--- src/rtl/fetch_unit.sv ---
// Instruction fetch: one outstanding imem request, DEPTH-entry {pc,instr} FIFO, registered decode output.
// First command 4 edges after reset release; stop freezes the output and halts fetching once the FIFO is full.
module fetch_unit #(
    parameter logic [31:0] RESET_PC = 32'h0000_0000,
    parameter int unsigned DEPTH    = 2
) (
    input  logic        clk,
    input  logic        rst_n,
    input  logic        stop,
    input  logic        jump,
    input  logic [31:0] jump_pc,
    output logic        imem_req,
    output logic [31:0] imem_addr,
    input  logic        imem_gnt,
    input  logic        imem_rvalid,
    input  logic [31:0] imem_rdata,
    output logic [31:0] command,
    output logic [31:0] out_now_pc,
    output logic        bubble
);
    localparam int unsigned PW   = (DEPTH > 1) ? $clog2(DEPTH) : 1;
    localparam logic [PW:0] FULL = (PW+1)'(DEPTH);
    localparam logic [31:0] NOP  = 32'h0000_0013;

    typedef enum logic [1:0] {S_IDLE, S_REQ, S_WAIT} state_t;

    typedef struct packed {
        logic [31:0] pc;
        logic [31:0] instr;
    } entry_t;

    state_t        state_q;
    logic [31:0]   fetch_pc_q;
    logic [31:0]   addr_q;
    logic          discard_q;
    entry_t        fifo_q [DEPTH];
    logic [PW-1:0] rd_ptr_q;
    logic [PW-1:0] wr_ptr_q;
    logic [PW:0]   count_q;
    logic [PW:0]   count_d;
    logic [31:0]   cmd_q;
    logic [31:0]   pc_q;
    logic          bubble_q;

    logic [31:0]   jump_tgt;
    logic [31:0]   next_addr;
    logic          push;
    logic          pop;

    assign jump_tgt  = jump_pc & 32'hFFFF_FFFC;
    assign next_addr = jump ? jump_tgt : fetch_pc_q;

    // A jump kills any same-cycle response, including one that is not marked for discard.
    assign push = (state_q == S_WAIT) && imem_rvalid && !discard_q && !jump;
    assign pop  = !jump && !stop && (count_q != '0);

    always_comb begin
        count_d = count_q;
        if (jump) begin
            count_d = '0;
        end else begin
            count_d = count_q + (PW+1)'(push) - (PW+1)'(pop);
        end
    end

    always_ff @(posedge clk or negedge rst_n) begin
        if (!rst_n) begin
            state_q    <= S_IDLE;
            fetch_pc_q <= RESET_PC;
            addr_q     <= '0;
            discard_q  <= 1'b0;
        end else begin
            case (state_q)
                S_IDLE: begin
                    if (jump) begin
                        fetch_pc_q <= jump_tgt;
                    end
                    if (jump || (count_q < FULL)) begin
                        state_q <= S_REQ;
                        addr_q  <= next_addr;
                    end
                end
                S_REQ: begin
                    // A request made stale by an earlier jump must not advance fetch_pc past the target.
                    if (jump) begin
                        fetch_pc_q <= jump_tgt;
                        discard_q  <= 1'b1;
                    end else if (imem_gnt && !discard_q) begin
                        fetch_pc_q <= addr_q + 32'd4;
                    end
                    if (imem_gnt) begin
                        state_q <= S_WAIT;
                    end
                end
                S_WAIT: begin
                    if (jump) begin
                        fetch_pc_q <= jump_tgt;
                    end
                    if (imem_rvalid) begin
                        discard_q <= 1'b0;
                        if (count_d < FULL) begin
                            state_q <= S_REQ;
                            addr_q  <= next_addr;
                        end else begin
                            state_q <= S_IDLE;
                        end
                    end else if (jump) begin
                        discard_q <= 1'b1;
                    end
                end
                default: begin
                    state_q <= S_IDLE;
                end
            endcase
        end
    end

    always_ff @(posedge clk) begin
        if (push) begin
            fifo_q[wr_ptr_q] <= '{pc: addr_q, instr: imem_rdata};
        end
    end

    always_ff @(posedge clk or negedge rst_n) begin
        if (!rst_n) begin
            rd_ptr_q <= '0;
            wr_ptr_q <= '0;
            count_q  <= '0;
            cmd_q    <= NOP;
            pc_q     <= '0;
            bubble_q <= 1'b1;
        end else begin
            count_q <= count_d;
            if (jump) begin
                rd_ptr_q <= '0;
                wr_ptr_q <= '0;
                cmd_q    <= NOP;
                pc_q     <= jump_tgt;
                bubble_q <= 1'b1;
            end else begin
                if (push) begin
                    wr_ptr_q <= wr_ptr_q + 1'b1;
                end
                if (pop) begin
                    cmd_q    <= fifo_q[rd_ptr_q].instr;
                    pc_q     <= fifo_q[rd_ptr_q].pc;
                    bubble_q <= 1'b0;
                    rd_ptr_q <= rd_ptr_q + 1'b1;
                end else if (!stop) begin
                    cmd_q    <= NOP;
                    bubble_q <= 1'b1;
                end
            end
        end
    end

    assert property (@(posedge clk) disable iff (!rst_n) count_q <= FULL);

    assign imem_req   = (state_q == S_REQ);
    assign imem_addr  = addr_q;
    assign command    = cmd_q;
    assign out_now_pc = pc_q;
    assign bubble     = bubble_q;

endmodule

--- config.mk ---
export PLATFORM = sky130hd
export DESIGN_NAME = fetch_unit
export DESIGN_NICKNAME = d
export VERILOG_FILES = /design/src/rtl/fetch_unit.sv
export SDC_FILE = /design/constraint.sdc
export NUM_CORES = 1
export LEC_CHECK = 0
export ABC_AREA = 1
export CORE_AREA = 2 2 159 161
export CTS_CLUSTER_SIZE = 8
export DETAILED_ROUTE_END_ITERATION = 6
export DIE_AREA = 0 0 161 163
export PLACE_DENSITY_LB_ADDON = 0.1
export RECOVER_POWER = 100
export SKIP_LAST_GASP = 1
export SYNTH_ARGS = -nofsm -noshare
export SYNTH_HDL_FRONTEND = slang
export SYNTH_SLANG_ARGS = --single-unit
--- constraint.sdc ---
create_clock -name clk -period 15.8 [get_ports clk]
set_clock_uncertainty 0.2 [all_clocks]
set_input_delay 3.16 -clock clk [delete_from_list [all_inputs] [get_ports clk]]
set_output_delay 3.16 -clock clk [all_outputs]
set_load 0.02 [all_outputs]
==> results of run 1 <==
==> metrics by stage <==
| step | hold WS (ns) | cells | setup WS, ns | total power, mW |
|---|---|---|---|---|
| 2_1_floorplan | 0.249 | 1172 | 7.18 | 1.29 |
| 3_3_place_gp | 0.263 | 1626 | 9.27 | 1.51 |
| 3_5_place_dp | 0.268 | 1626 | 9.20 | 1.52 |
| 4_1_cts | 0.280 | 1691 | 9.72 | 2.27 |
| 5_1_grt | 0.292 | 1691 | 5.15 | 2.36 |
| 6_report | 0.272 | 1691 | 5.86 | 2.23 |
==> worst max-delay path, cell delays in order <==
cell,delay (ns)
buf_2,0.09
clkbuf_1,0.95
clkinv_1,0.22
clkbuf_1,2.31
o211ai_1,0.30
nand2_1,0.17
clkbuf_1,1.48
inv_1,0.95
o21ai_0,0.39
inv_1,0.06
==> final cells by class <==
cell class / count / area (um^2)
inverters: 59 / 221
multi-input cells: 796 / 3680
fillers: 2202 / 10300
repair buffers: 177 / 1710
well taps: 330 / 413
clock buffers: 64 / 1070
flip-flops and latches: 264 / 7250
clock inverters: 1 / 8.76
==> path summary, 6_finish.rpt <==
check                                     end  depth (start not counted)
worst min register to register    command[17]                          2
worst max-delay path            fetch_pc_q[4]                         10
min in group asynchronous         command[31]                          1
worst max register to register   fifo_q[0][7]                          7
max in group asynchronous            rd_ptr_q                          2
worst min-delay path              command[17]                          2
==> logic make-up (layout without fill, tap and decap cells) <==
group                      after synthesis  after routing  share of synthesized area
and+or+nand+nor                        551            551                      0.193
DFF                                    264            264                      0.636
AOI/OAI and AO/OA                      231            231                      0.117
buffers and inverters                  112            301                     0.0405
adders and majority gates                8              8                    0.00878
xor gates and xnor gates                 4              4                    0.00307
muxes                                    2              2                    0.00176
==> registers in the layout, indices dropped and copies added (netlist names) <==
signal / flops
fifo_q: 128
command: 32
fetch_pc_q: 32
imem_addr: 32
out_now_pc: 32
count_q: 2
state_q: 2
bubble: 1
discard_q: 1
rd_ptr_q: 1
wr_ptr_q: 1
==> layer usage <==
layer / vias up / share of wire / global-route usage
met1: 4100 / 0.45 / 0.288
met4: 0 / 0.024 / 0.0726
met3: 43 / 0.046 / 0.0331
met5: - / 0 / 0
li1: 4261 / - / -
met2: 235 / 0.48 / 0.375
==> synthesized netlist by cell type, drive strengths merged, types with 8 or more instances <==
master,instances
nor2,248
a21oi,73
o31ai,30
nand3,38
and2,15
dfrtp,132
o21a,10
inv,58
a22oi,10
nand2,243
o21ai,90
clkbuf,21
ha,8
edfxtp,128
buf,32
==> report_power, final <==
group	switching (mW)	internal (mW)
Clock	0.279	0.456
Combinational	0.341	0.204
Sequential	0.105	0.840
Total	0.726	1.50
==> cell usage in the layout, fill, tap and decap left out, types with 5 or more instances in the layout <==
master,instances
a21oi_1,73
a22oi_1,10
and2_1,15
buf_4,7
clkbuf_1,31
clkbuf_16,39
clkdlybuf4s50_1,33
dfrtp_1,131
dlygate4sd3_1,130
edfxtp_1,128
ha_1,8
inv_1,55
nand2_1,241
nand3_1,38
nor2_1,241
nor2_2,7
o21a_1,10
o21ai_0,88
o21bai_1,5
o31ai_1,30
==> impl_metrics.tcl, run 1 <==
set metrics [dict create \
    setup_viol 0 \
    crit_start "jump" \
    fin_setup_tns_ns 0 \
    drv_cap 7 \
    slew_violations 307 \
    cts-resized-gates 0 \
    n_antenna_cell 0 \
    drt_iter0_drc 572 \
    violations "max-capacitance violations, max-slew violations" \
    rr_startpoint "state_q[0]" \
    finalWirelength_um 28200 \
    drc_errors 0 \
    run_status "finished with violations" \
    place.gp.congestion 0.862 \
    die_h_um 163 \
    worst_ep_required_time_ns 15.99 \
    die-area_mm2 0.0262 \
    placement_rows 58 \
    grt_pass1_wl_um 44900 \
    synthCells 1172 \
    relSlewSlack -1.50 \
    synthTopCellsByArea "edfxtp_1, dfrtp_1, nor2_1" \
    cts_tree "built" \
    dpl_cell_area_mm2 0.0133 \
    synthFlopType "dfrtp_1" \
    ctsRootBufferMaster "clkbuf_16" \
    cp_max_fo 61 \
    cts_sinks 264 \
    fmax_mhz 101 \
    coreArea_mm2 0.0247 \
    grt_pass1_vias 8478 \
    antenna_left 0 \
    finalHoldViolCount 0 \
    fin_crit_ns 9.94 \
    hpwl_um 16900 \
    cts_setup_buffers 0 \
    path_class "input pin to flop" \
    stdcell_area_mm2 0.0144 \
    p_per_area_mw_per_mm2 155 \
    ys_ff_latch 264 \
    clk_latency_ns 0.51 \
    cts-hold-fix-buffers 0 \
    synth_cell_types 39 \
    final_layout_size_suffix_gt1_frac 0.0500 \
    cts_buffers 38 \
    syn_area_mm2 0.0114 \
    yosysTopAreaCell "edfxtp_1" \
    grt_antenna_before_repair 0 \
    cts.path.max_buffers 3 \
    io_pins 168 \
    ir_drop_mv 0.105 \
    startpoint_type "input pin" \
    areaGrowthSynthToFinish_pct 25.9 \
    hp-start "command[17]" \
    grt_use_total 0.219 \
    tightest_slew_ns 3.75 \
    syn-num-nets 1250 \
    fin_nets 1414 \
    cp_data_arrival_time_ns 10.12 \
    reg2reg_slack_ns 11.54 \
    ys_warn_count 0 \
    start_util 0.462 \
    endpoint_kind "flop" \
    fin_crit_sh 0.629 \
    p_leak_nw 5.93 \
    wl_per_cell_um 16.7 \
    min-delay-path-class "flop to flop" \
    synth.avg_cell_area_um2 9.72 \
    synth_edf_count 128 \
    grt_overflow 0 \
    async_reset_ff_frac 0.515 \
    portBuffers 165 \
    vias 8639 \
    synth_top_area_share 0.337 \
    rsz0062_at_grt "no" \
    ys_seq_area_frac 0.636 \
    h-tree-depth 2 \
    fp.dieW_um 161 \
    clk_pin_slew_ns 0.05 \
    grt_max_degree 77 \
    drtPass1Iterations 5 \
    viasPerCell 5.11 \
    post-route-util 0.582 \
]
Note: power is estimated with default switching activity, not from simulation.
==> inputs of run 2 (changes only) <==
Clock period 15.8 ns to 9.1 ns, I/O delays scaled along.
==> run 2 against run 1 <==
  * The flow finishes with violations (design-rule violations, max-capacitance violations, max-slew violations)
  * Final area increased by 0.12%
  * Worst hold slack got worse by 0.0035 ns
  * Sequential power increased by 74%
  * Cell count increased by 0.12%
  * Via count increased by 0.24%
  * First-iteration DRC count decreased by 12%
  * Critical endpoint is now fifo_q[0][24]
==> impl_metrics.tcl, run 2 (synthesized netlist as in run 1, its figures left out) <==
set metrics [dict create \
    tightest_slew_ns 3.14 \
    coreArea_mm2 0.0247 \
    largest_register_ffs 128 \
    power.share.sequential 0.426 \
    p_leak_nw 5.94 \
    startpoint_type "input pin" \
    cts_tree "built" \
    setup_viol 0 \
    final_layout_size_suffix_gt1_frac 0.0507 \
    worst_path_most_repeated_cell "buf_4" \
    fin_crit_sh 0.707 \
    cts_buffers 38 \
    clk_pin_slew_ns 0.05 \
    cts_sinks 264 \
    placement_rows 58 \
    min-delay-path-class "flop to flop" \
    ir_drop_mv 0.170 \
    fin_setup_tns_ns 0 \
    slew_violations 204 \
    relSlewSlack -1.09 \
    netSwitchingFraction 0.325 \
    antenna_left 0 \
    drv_cap 6 \
    finalWirelength_um 28000 \
    power_mw 3.85 \
    path_class "input pin to flop" \
    fin_nets 1415 \
    cp_max_fo 61 \
    crit_path_top_delay_cell "nor2_1" \
    place.gp.congestion 0.846 \
    vias 8660 \
    grt_pass1_vias 8378 \
    cp_data_arrival_time_ns 6.36 \
    start_util 0.462 \
    cts.path.max_buffers 3 \
    worst_ep_required_time_ns 9.03 \
    portBuffers 165 \
    rsz0062_at_grt "no" \
    critPathMaxStageDelay_ns 1.60 \
    largest-register "fifo_q" \
    p_per_area_mw_per_mm2 268 \
    wl_per_cell_um 16.5 \
    grt_overflow 0 \
    hp-start "command[9]" \
    r2r_cells 7 \
    cts-hold-fix-buffers 0 \
    ctsRootBufferMaster "clkbuf_16" \
    run_status "finished with violations" \
    drtPass1Iterations 7 \
    layout_common_cells "nand2_1, nor2_1, dfrtp_1, dlygate4sd3_1, edfxtp_1" \
    path_cells "buf_2 > clkbuf_1 > clkinv_1 > buf_4 > nand2_1 > nor2_1 > buf_4" \
    grt_pass1_wl_um 44600 \
    rr_startpoint "state_q[0]" \
    fin_crit_ns 6.44 \
    viasPerCell 5.12 \
    h-tree-depth 2 \
    reg2reg_to "fifo_q[0][24]" \
    drt_iter0_drc 504 \
    hpwl_um 17000 \
    cts-resized-gates 0 \
    areaGrowthSynthToFinish_pct 26.1 \
    fp.dieW_um 161 \
    fmax_mhz 155 \
    p_comb_frac 0.244 \
    grt_antenna_before_repair 0 \
    holdPathEnd "command[9]" \
    clk_latency_ns 0.50 \
    die-area_mm2 0.0262 \
    violations "design-rule violations, max-capacitance violations, max-slew violations" \
    io_pins 168 \
    p_clk_frac 0.330 \
    reg2reg_slack_ns 5.02 \
    finalHoldViolCount 0 \
    grt_max_degree 86 \
    cts_setup_buffers 0 \
    fill_cells 2179 \
    min_path_cells 2 \
    p_sw_mw 1.25 \
    die_h_um 163 \
    endpoint_kind "flop" \
    p_int_mw 2.60 \
    drc_errors 2 \
    grt_use_total 0.217 \
]
-- run 2: power by group through the flow --
| stage | Clock [mW] | Combinational (mW) | Sequential (mW) |
|---|---|---|---|
| after CTS | 1.30 | 0.982 | 1.65 |
| after detailed placement | 0 | 0.975 | 1.66 |
| after global routing | 1.35 | 1.06 | 1.67 |
| after floorplan | 0 | 0.545 | 1.70 |
| final | 1.27 | 0.941 | 1.64 |
| after global placement | 0 | 0.952 | 1.66 |
-- run 2: worst max-delay path by stage --
stage	startpoint	endpoint	slack (ns)
finish	jump	fifo_q[0][24]	2.66
global route	jump	fifo_q[0][30]	2.25
CTS	jump	imem_addr[27]	4.39
detailed placement	jump	imem_addr[3]	3.88
global placement	jump	fifo_q[0][31]	3.94
floorplan	jump	fifo_q[1][0]	1.82
-- run 2: critical path, delay by kind of cell --
family	cells	cell delay, ns
buf+inv	5	2.71
simple gates	2	1.81
-- run 2: per-stage QoR --
step	std cells	cell area (um^2)	util	setup WS [ns]	hold slack, ns
after floorplan	1172	11400	-	1.82	0.249
after global placement	1627	13300	0.540	3.94	0.263
after detailed placement	1627	13300	0.540	3.88	0.268
after CTS	1692	14400	0.584	4.39	0.279
after global routing	1692	14400	0.582	2.25	0.293
final	1693	14400	0.582	2.66	0.269
-- run 2: area by class of cell --
type | count | area, um^2 | area share
well taps | 330 | 413 | 0.0287
multi-input cells | 796 | 3680 | 0.256
clock inverters | 1 | 8.76 | 0.000609
flip-flops and latches | 264 | 7250 | 0.505
clock buffers | 64 | 1070 | 0.0744
repair buffers | 178 | 1730 | 0.120
inverters | 59 | 221 | 0.0154
diodes | 1 | 2.50 | 0.000174
-- run 2: per-layer routing --
metal  share of wire  GRT usage
met5               0          0
met4           0.015     0.0536
met3           0.055     0.0402
met2            0.49      0.376
met1            0.44      0.285
==> inputs of run 3 (changes only) <==
Clock period 9.1 ns to 6.45 ns, I/O delays scaled along.
==> run 3 against run 2 <==
  * The flow finishes with violations (max-capacitance violations, max-slew violations)
  * Clock power is 42% higher
  * Final area hardly changed
  * Critical path depth is 1 lower
  * Non-clock buffer count is 1 lower
  * Power is 41% higher
  * Via count hardly changed
  * Clock-buffer cell count is 2 higher
  * Combinational power is 41% higher
  * Flip-flop and latch count stayed put
  * Worst hold slack better by 0.0011 ns
  * Critical path type unchanged
  * Critical endpoint is now out_now_pc[7]
  * Largest cell class unchanged
  * Highest routed layer unchanged
==> impl_metrics.tcl, run 3 (synthesized netlist as in run 1, its figures left out) <==
set metrics [dict create \
    placement_rows 58 \
    r2r_cells 14 \
    relSlewSlack -0.748 \
    grt_pass1_wl_um 44400 \
    startpoint_type "input pin" \
    grt_pass1_vias 8448 \
    place.gp.congestion 0.827 \
    min_path_cells 2 \
    endpoint_kind "flop" \
    cts.path.max_buffers 3 \
    ctsRootBufferMaster "clkbuf_16" \
    fill_cells 2172 \
    largest_register_ffs 128 \
    final_layout_size_suffix_gt1_frac 0.0514 \
    cts_tree "built" \
    start_util 0.462 \
    clk_pin_slew_ns 0.05 \
    wl_per_cell_um 16.6 \
    cts_buffers 38 \
    cts_sinks 264 \
    cts_setup_buffers 0 \
    path_class "input pin to flop" \
    dpl.cell_count 1626 \
    p_sw_mw 1.77 \
    tightest_slew_ns 2.62 \
    fmax_mhz 214 \
    final_common_cell "nor2_1" \
    die-area_mm2 0.0262 \
    coreArea_mm2 0.0247 \
    n_antenna_cell 0 \
    drc_errors 0 \
    grt_use_total 0.215 \
    grt_overflow 0 \
    fin_setup_tns_ns 0 \
    min-delay-path-class "flop to flop" \
    slew_violations 198 \
    drtPass1Iterations 4 \
    grt_max_degree 93 \
    rsz0062_at_grt "no" \
    p_per_area_mw_per_mm2 379 \
    routed-wl-met3_um 1180 \
    viasPerCell 5.12 \
    p_leak_nw 5.95 \
    h-tree-depth 2 \
    drv_cap 4 \
    setup_slack_ns 1.79 \
    pre_cts_ws_ns 2.27 \
    fp.dieW_um 161 \
    die_h_um 163 \
    p_int_mw 3.67 \
    hpwl_um 17100 \
    cp_data_arrival_time_ns 4.84 \
    p_clk_frac 0.331 \
    stdcell_count 1693 \
    cp_max_fo 38 \
    power.share.sequential 0.425 \
    wl_met1_um 12600 \
    run_status "finished with violations" \
    setup_viol 0 \
    finalWirelength_um 28100 \
    clk_latency_ns 0.50 \
    cts-hold-fix-buffers 0 \
    drt_iter0_drc 489 \
    finalHoldViolCount 0 \
    violations "max-capacitance violations, max-slew violations" \
    wl_met2_um 13700 \
    layout_common_cells "nor2_1, nand2_1, dfrtp_1, dlygate4sd3_1, edfxtp_1" \
    antenna_left 0 \
    cts-resized-gates 0 \
    fin_crit_ns 4.66 \
    vias 8661 \
    grt_antenna_before_repair 0 \
    topRoutingLayerUsed "met4" \
    io_pins 168 \
    fin_nets 1414 \
    netSwitchingFraction 0.325 \
    largest-register "fifo_q" \
    fin_crit_sh 0.723 \
    p_comb_frac 0.244 \
    areaGrowthSynthToFinish_pct 26.2 \
    worst_ep_required_time_ns 6.63 \
    ir_drop_mv 0.214 \
    portBuffers 165 \
]
## run 3: cell count changes in the layout (fill, tap and decap cells not counted), sizes merged
cell and change:
clkdlybuf4s50 -1, clkinv -1, clkbuf +4, dlygate4sd3 +1, diode -1, buf -3
inv +1
## run 3: power by group through the flow
stage | logic, mW | registers [mW] | clock network, mW
final | 1.33 | 2.31 | 1.80
after global routing | 1.50 | 2.36 | 1.92
after global placement | 1.35 | 2.34 | 0
after CTS | 1.39 | 2.32 | 1.84
after floorplan | 0.769 | 2.40 | 0
after detailed placement | 1.38 | 2.35 | 0
## run 3: stage by stage
step	instance area [um^2]	util	hold WS, ns	power, mW
after floorplan	11400	-	0.249	3.17
after global placement	13300	0.540	0.262	3.69
after detailed placement	13300	0.540	0.268	3.73
after CTS	14400	0.584	0.280	5.55
after global routing	14400	0.583	0.286	5.77
final	14400	0.583	0.270	5.44
## run 3: final timing paths
path	start	endpoint	slack, ns
max	jump	out_now_pc[7]	1.79
min	command[16]	command[16]	0.27
max reg2reg	state_q[0]	imem_addr[12]	2.80
min reg2reg	command[16]	command[16]	0.27
max in group asynchronous	rst_n	out_now_pc[16]	2.35
min in group asynchronous	rst_n	command[30]	0.66
## run 3: cell type report
class                           instances  area, um^2  share of cell area
Clock buffer                           66        1080              0.0749
Timing Repair Buffer                  177        1710               0.119
Sequential cell                       264        7250               0.504
Multi-Input combinational cell        796        3690               0.257
Inverter                               59         221              0.0154
Clock inverter                          1        8.76            0.000609
Tap cell                              330         413              0.0287
## run 3: critical path, stage by stage
cell and delay [ns]:
buf_2 0.10, inv_1 0.62, clkbuf_1 1.45, nand2_2 0.95
nor2_1 0.32, a21oi_1 0.06
## run 3: routing by layer
layer | global-route usage | vias up
li1 | - | 4257
met5 | 0 | -
met1 | 0.275 | 4134
met2 | 0.381 | 216
met3 | 0.0341 | 54
met4 | 0.0621 | 0
==> edit (config.mk and constraints of run 1) <==
Change the parameter `DEPTH` from 2 to 1.
--- a/src/rtl/fetch_unit.sv
+++ b/src/rtl/fetch_unit.sv
@@ -4,3 +4,3 @@
     parameter logic [31:0] RESET_PC = 32'h0000_0000,
-    parameter int unsigned DEPTH    = 2
+    parameter int unsigned DEPTH    = 1
 ) (
Behaviour: not the same (a bounded check fails within 4 cycles, from zero or initial values and one cycle with rst_n low).
==> edit against run 1 <==
Utilization fell by 12 points; synthesized area down 22%; via count is 17% lower; routed wire length shrank 13%; cell area fell by 21%; combinational power grew 4.6%; power shrank 22%; cell count is 14% lower; the run still ends with capacitance limit, slew limit left; largest cell class unchanged; highest routed layer unchanged; first-iteration DRC count down 23%; global-route usage is 3.0 points lower; sequential share of layout area shrank 4.1 points; count of clock-buffer cells in the layout is 47 lower; sequential cell count decreased by 66; worst setup slack worse by 700 ps.
==> edit: results (changes against run 1) <==
\begin{tabular}{lr}
\hline
Metric & Value \\
\hline
\multicolumn{2}{l}{\textbf{Run status}} \\
\quad Result of the run & finished with violations \\
\quad Violated checks & capacitance limit, slew limit \\
\multicolumn{2}{l}{\textbf{Timing}} \\
\quad Number of pins with negative max-slew slack in the final report & 411 (+34\%) \\
\quad Max transition margin & -254.0\% (-100 points) \\
\quad Worst hold-check slack & 248.4 ps (-23.93 ps) \\
\multicolumn{2}{l}{\textbf{Route}} \\
\quad Via total after detailed routing & 7158 (-17\%) \\
\multicolumn{2}{l}{\textbf{Synthesis}} \\
\quad Register area share after synthesis & 59.10\% (-4.5 points) \\
\quad Yosys cell types & 35 (-10\%) \\
\quad Arithmetic-cell share of the synthesized area counting full adders, half adders and majority gates & 1.120\% (+0.24 points) \\
\quad Top cell types by occurrence after synthesis & sky130\_fd\_sc\_hd\_\_nand2\_1 (232), sky130\_fd\_sc\_hd\_\_dfrtp\_1 (130), sky130\_fd\_sc\_hd\_\_nor2\_1 (115), sky130\_fd\_sc\_hd\_\_a21oi\_1 (82), sky130\_fd\_sc\_hd\_\_inv\_1 (77) \\
\quad Share of the synthesized netlist area taken by xor and xnor gates & 0.09804\% (-0.21 points) \\
\quad Synth async-reset ratio & 67.68\% (+16 points) \\
\quad Compound-Gate Fraction of Synth Area & 13.01\% (+1.3 points) \\
\quad Number of enable-type register cells in the synthesized netlist & 64 (-50\%) \\
\quad Synth Net Count & 1041 (-17\%) \\
\multicolumn{2}{l}{\textbf{Power and ir drop}} \\
\quad Worst supply voltage drop on vdd & 0.06784 mV (-36\%) \\
\quad Int Pwr & 1.056 mW (-30\%) \\
\multicolumn{2}{l}{\textbf{Placed design}} \\
\quad Half-perimeter wire length after placement & 15290 um (-9.6\%) \\
\multicolumn{2}{l}{\textbf{CTS}} \\
\quad Clock slew at the register clock pins of the worst setup and hold paths & 70 ps (+20 ps) \\
\quad CTS H-tree lvls & 4 (+2) \\
\quad Clock latency on the worst-skew pair & 440 ps (-70 ps) \\
\multicolumn{2}{l}{\textbf{Global routing}} \\
\quad First-pass GRT wire length & 38560 um (-14\%) \\
\quad GRT Overall Usage & 18.90\% (-3.0 points) \\
\multicolumn{2}{l}{\textbf{Run}} \\
\quad Number of maximum-capacitance constraint violations & 8 (+1) \\
\multicolumn{2}{l}{\textbf{Layout}} \\
\quad \# nets final & 1188 (-16\%) \\
\quad Number of flip-flops under the largest register name & 64 (-50\%) \\
\quad Fill cell instance count of the final layout & 2443 (+11\%) \\
\quad Share of post-route cells with drive strength above 1 & 5.254\% (+0.26 points) \\
\hline
\end{tabular}
==> edit: cell count changes after synthesis, sizes merged, moves of 13 or more <==
cell and delta:
edfxtp -64, a31oi +19, o21ai -57, and2 -13, nor2 -122, a32o +29, inv +24, o31ai -23
nand3 +26
==> edit: kinds of logic (layout without fill, tap and decap cells) <==
group                      count (synthesis)  count (layout)
and+or+nand+nor                          441             441
DFF                                      198             198
AOI/OAI and AO/OA                        187             187
buffers and inverters                    128             288
adders and majority gates                  8               8
xor gates and xnor gates                   1               1
==> edit: worst paths after layout <==
path / endpoint / slack (ps)
worst max-delay path: fetch_pc_q[4] / 5160
worst min-delay path: out_now_pc[1] / 250
worst max register to register: fifo_q[0][44] / 11070
worst min register to register: out_now_pc[1] / 250
max in group asynchronous: command[26] / 6890
min in group asynchronous: out_now_pc[27] / 4390
==> edit: area by class of cell <==
type                       instances  area (sq um)  area share (%)
clock buffer                      17         425.4           3.740
inverter                          82         307.8           2.706
multi-input combinational        637          3109           27.33
timing repair buffer             174          1685           14.82
tap                              330         412.9           3.630
clock inverter                    15         155.1           1.364
sequential                       198          5280           46.41
==> edit: routing by layer <==
metal	global-route usage, %	wire length, um
met2	31.62	11730
met1	25.52	11530
met3	2.954	829
met4	5.519	332
met5	0	0
==> edit: worst register-to-register path, cell delays in order (launching register included) <==
cell and delay [ps]:
sky130_fd_sc_hd__dfrtp_1 430, sky130_fd_sc_hd__inv_1 100, sky130_fd_sc_hd__ha_1 300, sky130_fd_sc_hd__nand2_1 80
sky130_fd_sc_hd__nor3_1 200, sky130_fd_sc_hd__clkbuf_1 2890
==> edit: metrics by stage <==
stage	setup slack (ps)	cells
2_1_floorplan	5917	963
3_3_place_gp	8732	1421
3_5_place_dp	8644	1421
4_1_cts	9127	1453
5_1_grt	4407	1453
6_report	5160	1453
